$ cat config.mk
export PLATFORM = sky130hd
export DESIGN_NAME = display_scan_flat
export DESIGN_NICKNAME = d
export VERILOG_FILES = /design/src/rtl/disp_pkg.sv /design/src/rtl/display_scan_if.sv /design/src/rtl/display_scan_prescaler.sv /design/src/rtl/display_scan.sv /design/src/flat_wrapper.sv
export SDC_FILE = /design/constraint.sdc
export NUM_CORES = 1
export LEC_CHECK = 0
export BUFFER_PORTS_ARGS = -buffer_cell sky130_fd_sc_hd__clkbuf_2
export CORE_ASPECT_RATIO = 1.5
export CORE_MARGIN = 5
export CORE_UTILIZATION = 40
export DETAILED_ROUTE_END_ITERATION = 6
export GPL_TIMING_DRIVEN = 0
export HOLD_SLACK_MARGIN = 0.03
export PLACE_DENSITY_LB_ADDON = 0.1
export SETUP_SLACK_MARGIN = 0.15
export SYNTH_ARGS = -nofsm -noshare
export SYNTH_HDL_FRONTEND = slang
export SYNTH_SLANG_ARGS = --single-unit
$ cat constraint.sdc
create_clock -name clk -period 3.6 [get_ports clk]
set_input_delay 0.9 -clock clk [delete_from_list [all_inputs] [get_ports clk]]
set_output_delay 0.9 -clock clk [all_outputs]
set_load 0.02 [all_outputs]
$ cat src/rtl/disp_pkg.sv
// Shared constants and types for the 7-segment display path.
// Anode polarity lives here so the decoder top level agrees with the scanner.
package disp_pkg;
    localparam int NIBBLE_W = 4;

    typedef logic [NIBBLE_W-1:0] nibble_t;

    // Common-anode display: a low anode enables the digit
    localparam logic ANODE_ON  = 1'b0;
    localparam logic ANODE_OFF = 1'b1;
endpackage

$ cat src/rtl/display_scan_if.sv
// Bus between the result register, the scanner and the segment decoder.
// The master side supplies the value, the slave side drives the digit outputs.
interface display_scan_if #(
    parameter int N_DIGITS = 4
);
    import disp_pkg::*;

    localparam int DW = $clog2(N_DIGITS);

    logic [NIBBLE_W*N_DIGITS-1:0] data_i;
    logic                         load_i;
    logic                         blank_lz_i;
    nibble_t                      s_muxfue;
    logic [N_DIGITS-1:0]          an_o;
    logic [DW-1:0]                digit_o;
    logic                         pending_o;

    modport master (
        output data_i, load_i, blank_lz_i,
        input  s_muxfue, an_o, digit_o, pending_o
    );

    modport slave (
        input  data_i, load_i, blank_lz_i,
        output s_muxfue, an_o, digit_o, pending_o
    );
endinterface

$ cat src/rtl/display_scan_prescaler.sv
// Divide-by-DIV free-running counter with a one-cycle terminal tick.
// Also used for other display and debounce timing.
module scan_prescaler #(
    parameter int DIV = 27000,
    parameter int CW  = (DIV > 1) ? $clog2(DIV) : 1
) (
    input  logic          clk,
    input  logic          rst,
    output logic [CW-1:0] cnt,
    output logic          tick
);
    localparam logic [CW-1:0] LAST = CW'(DIV - 1);

    assign tick = (cnt == LAST);

    // Count 0..DIV-1 and wrap
    always_ff @(posedge clk) begin
        if (rst) begin
            cnt <= '0;
        end else if (tick) begin
            cnt <= '0;
        end else begin
            cnt <= cnt + 1'b1;
        end
    end
endmodule

$ cat src/rtl/display_scan.sv
// Time-multiplexed N-digit hex scanner with leading-zero blanking.
// New values are held pending and only swapped in at a slot boundary.
module display_scan
    import disp_pkg::*;
#(
    parameter int N_DIGITS     = 4,
    parameter int REFRESH_DIV  = 27000,
    parameter int GUARD_CYCLES = 16
) (
    input logic           clk,
    input logic           rst,
    display_scan_if.slave bus
);
    localparam int DW = $clog2(N_DIGITS);
    localparam int CW = $clog2(REFRESH_DIV);
    localparam int VW = NIBBLE_W * N_DIGITS;

    localparam logic [DW-1:0] LAST_DIG = DW'(N_DIGITS - 1);
    localparam logic [CW-1:0] GUARD    = CW'(GUARD_CYCLES);

    logic [CW-1:0]       cnt;
    logic                tick;
    logic [DW-1:0]       digit;
    logic [VW-1:0]       pend_val;
    logic [VW-1:0]       shown;
    logic                pend;
    logic [N_DIGITS-1:0] blanked;
    logic                hi_zero;
    logic                lit;

    scan_prescaler #(
        .DIV (REFRESH_DIV),
        .CW  (CW)
    ) u_pre (
        .clk  (clk),
        .rst  (rst),
        .cnt  (cnt),
        .tick (tick)
    );

    assign bus.digit_o   = digit;
    assign bus.pending_o = pend;

    // Digit k>0 is blank when it and every digit above it is zero
    always_comb begin
        hi_zero = 1'b1;
        blanked = '0;
        for (int k = N_DIGITS - 1; k > 0; k--) begin
            hi_zero    = hi_zero & (shown[k*NIBBLE_W +: NIBBLE_W] == '0);
            blanked[k] = hi_zero & bus.blank_lz_i;
        end
    end

    assign lit = (cnt >= GUARD) && !blanked[digit];

    // Advance the digit index once per slot
    always_ff @(posedge clk) begin
        if (rst) begin
            digit <= '0;
        end else if (tick) begin
            digit <= (digit == LAST_DIG) ? '0 : digit + 1'b1;
        end
    end

    // Pending/shown registers; commit uses the value held before this edge
    always_ff @(posedge clk) begin
        if (rst) begin
            pend_val <= '0;
            shown    <= '0;
            pend     <= 1'b0;
        end else begin
            if (tick && pend) begin
                shown <= pend_val;
                pend  <= 1'b0;
            end
            if (bus.load_i) begin
                pend_val <= bus.data_i;
                pend     <= 1'b1;
            end
        end
    end

    // Registered digit nibble and anode enables
    always_ff @(posedge clk) begin
        if (rst) begin
            bus.s_muxfue <= '0;
            bus.an_o     <= {N_DIGITS{ANODE_OFF}};
        end else begin
            bus.s_muxfue <= shown[int'(digit)*NIBBLE_W +: NIBBLE_W];
            bus.an_o     <= {N_DIGITS{ANODE_OFF}};
            if (lit) begin
                bus.an_o[digit] <= ANODE_ON;
            end
        end
    end
endmodule

$ cat src/flat_wrapper.sv
// flat-port wrapper written by rule: the top's interface ports become plain ports
module display_scan_flat import disp_pkg::*;
#(
    parameter int N_DIGITS     = 4,
    parameter int REFRESH_DIV  = 27000,
    parameter int GUARD_CYCLES = 16
)
  (clk, rst, bus_data_i, bus_load_i, bus_blank_lz_i, bus_s_muxfue, bus_an_o, bus_digit_o, bus_pending_o);
  display_scan_if #(.N_DIGITS(N_DIGITS)) bus_i ();
  input logic clk;
  input logic rst;
  input wire logic [$bits(bus_i.data_i)-1:0] bus_data_i;
  input wire logic [$bits(bus_i.load_i)-1:0] bus_load_i;
  input wire logic [$bits(bus_i.blank_lz_i)-1:0] bus_blank_lz_i;
  output wire logic [$bits(bus_i.s_muxfue)-1:0] bus_s_muxfue;
  output wire logic [$bits(bus_i.an_o)-1:0] bus_an_o;
  output wire logic [$bits(bus_i.digit_o)-1:0] bus_digit_o;
  output wire logic [$bits(bus_i.pending_o)-1:0] bus_pending_o;
  assign bus_i.data_i = bus_data_i;
  assign bus_i.load_i = bus_load_i;
  assign bus_i.blank_lz_i = bus_blank_lz_i;
  assign bus_s_muxfue = bus_i.s_muxfue;
  assign bus_an_o = bus_i.an_o;
  assign bus_digit_o = bus_i.digit_o;
  assign bus_pending_o = bus_i.pending_o;
  display_scan #(.N_DIGITS(N_DIGITS), .REFRESH_DIV(REFRESH_DIV), .GUARD_CYCLES(GUARD_CYCLES)) u_core (.clk(clk), .rst(rst), .bus(bus_i));
endmodule
==> impl_metrics.toml <==
[setup_path]
crit_path_max_fanout = 10
ff2ff_setup_slack_ps = 1380
r2r-end = "u_core.u_pre.cnt[13]"
startpoint_type = "flip-flop"
path_class = "reg -> reg"
cp_data_arrival_time_ps = 2430
r2r_cells = 6
cp.required_ps = 3810
timing.rr.start = "u_core.u_pre.cnt[12]"
end_kind = "flip-flop"

[timing]
period_needed_ps = 2221
max_freq_mhz = 450.2
finalCritPeriodShare_pct = 61.69
setup_violations = 0
report.final.hold_viol_count = 0
worst_slew_pin_slew_ps = 790.9
slew-limit-headroom_pct = 47.27
finalMaxSlewViolations = 0
fin_setup_tns_ps = 0
rsz0062_at_grt = "false"
worst_clock_skew_ps = 5.033

[detailed_routing]
drc = 0
ant_nets = 0
first_pass_iters = 4
drtIter0Drc = 98
vias_per_cell = 4.823
num_vias = 1688
wire_per_inst_um = 13.81
postRouteWirelength_um = 4833

[place]
port_buffers = 28
place_congestion = 0.7777
hpwl_um = 3632

[hold_path]
hold_path.class = "reg -> reg"
whs_endpoint = "u_core.u_pre.cnt[0]"
min_from = "u_core.u_pre.cnt[0]"
whs_path_depth = 1

[clocking]
post_cts_resized = 0
cts_setup_buffers = 0
path_clk_slew_ps = 60
cts_max_level = 3
cts_buffer_depth = 2
cts_tree = "built"
clock_latency_ps = 330
hold_buffers = 0
clock-sinks = 58
cts_made_buffers = 9
cts_root_buffer = "clkbuf_8"

[yosys]
syn_inst = 236
synth_top_family_by_area = "simple AND/OR/NAND/NOR gates"
synth.area.top_cells = "dfxtp_1, mux2i_1, nor2_1"
ys_top_cells_by_count = "dfxtp_1, nor2_1, mux2i_1, nand3_1, xnor2_1"
synthMuxAreaShare_pct = 18.21
synth_fa_ha_area_share_pct = 3.176
yosysWarnings = 0
synth_seq_cells = 58
syn_area_mm2 = 0.002364
synthFlopType = "dfxtp_1"
synth-simple-area-share_pct = 19.27
synth-edff-count = 0
seq_area_frac_synth_pct = 49.13
synth.top_cell.area_share_pct = 49.13
postSynth.asyncResetShare_pct = 0
yosysMostFrequentCell = "dfxtp_1"
synth_compound_area_share_pct = 1.165
synth_xor_area_share_pct = 4.817
synth_cell_type_count = 29
syn_avg_cell_area_um2 = 10.01
synth_largest_area_cell = "dfxtp_1"
synth_nets = 262

[global_routing]
grt_max_degree = 11
gr-total-overflow = 0
grt_usage_pct = 14.88
grt_pass1_wl_um = 8597
antenna_found_initial = 0
grt_pass1_vias = 1787

[finish]
n_antenna_cell = 0
drive_above_1_share_pct = 18.35
multi_input_area_mm2 = 0.001102
seqCellArea_mm2 = 0.001161
final_util_pct = 47.47
layout.nets = 301
syn_to_final_growth_pct = 16.20
fillers = 583

[status]
status = "completed"

[power]
ir_drop_mv = 0.2315
cellPowerDensity_mw_per_mm2 = 438.6
total_power_w = 0.001204
p_leak_nw = 1.197

[floorplan]
placementRows = 34
ioPinCount = 31
die_h_um = 104.1
dieWidth_um = 72.77
dieArea_mm2 = 0.007578
core_mm2 = 0.005786
start_util_pct = 40.85

[job]
maxCapViolCount = 0
-- placed cells by master, fill, tap and decap left out, types with 8 or more instances in the layout --
cell type / n
inv_1: 8
clkbuf_2: 28
nor2_1: 53
xnor2_1: 11
dfxtp_1: 58
clkbuf_8: 10
clkbuf_1: 12
nand3_1: 11
mux2i_1: 34
-- critical path, stage by stage (launching register included) --
cell,delay [ps]
dfxtp_1,350
or4_4,570
nor4_2,530
or2_2,200
buf_2,140
buf_2,240
nor2_1,80
-- layer usage --
metal  global-route usage (%)  routed length [um]
met3                    4.642                 186
met5                        0                   0
met4                    7.256                 122
met2                    25.97                2625
met1                    15.62                1899
-- cell type report --
cell class / count / area share [%]
Sequential cell: 58 / 42.28
Inverter: 8 / 1.093
Timing Repair Buffer: 28 / 5.102
Tap cell: 72 / 3.280
Clock buffer: 14 / 5.558
Buffer: 14 / 2.551
Multi-Input combinational cell: 156 / 40.14
-- through the flow --
stage	setup WS [ps]	instance area [um2]	cells	hold slack, ps
floorplan	1490	2364	236	441.8
global placement	1137	2594	336	463.4
detailed placement	1125	2594	336	472.8
CTS	1347	2746	350	486.5
global route	1248	2746	350	516.3
finish	1379	2746	350	481.6
-- registers in the layout, indices dropped and copies added (netlist names) --
register              count
u_core.bus.s_muxfue       4
u_core.pend_val          16
u_core.shown             16
u_core.bus.digit_o        2
u_core.bus.an_o           4
u_core.u_pre.cnt         15
u_core.bus.pending_o      1
-- where the power goes --
part	internal [W]	switching (W)	total, W	leakage (nW)
sequential	0.000657	0.0000102	0.000667	0.471
combinational	0.0000250	0.0000286	0.0000536	0.649
clock	0.000262	0.000222	0.000484	0.0766
total	0.000943	0.000261	0.00120	1.20
-- logic make-up (layout without fill, tap and decap cells) --
family	count (synthesis)	after routing
xor gates and xnor gates	13	13
and+or+nand+nor	95	95
adders and majority gates	6	6
DFF	58	58
muxes	38	38
AOI/OAI and AO/OA	4	4
buffers and inverters	22	64
-- worst max path at each step --
stage | from | depth (start not counted) | slack, ps | to
after global placement | bus_load_i | 4 | 1140 | u_core.pend_val[12]
after CTS | u_core.u_pre.cnt[12] | 6 | 1350 | u_core.u_pre.cnt[8]
final | u_core.u_pre.cnt[12] | 6 | 1380 | u_core.u_pre.cnt[13]
after floorplan | bus_load_i | 4 | 1490 | u_core.pend_val[10]
after detailed placement | bus_load_i | 4 | 1120 | u_core.pend_val[13]
after global routing | u_core.u_pre.cnt[12] | 6 | 1250 | u_core.u_pre.cnt[7]
Note: power is estimated with default switching activity, not from simulation.
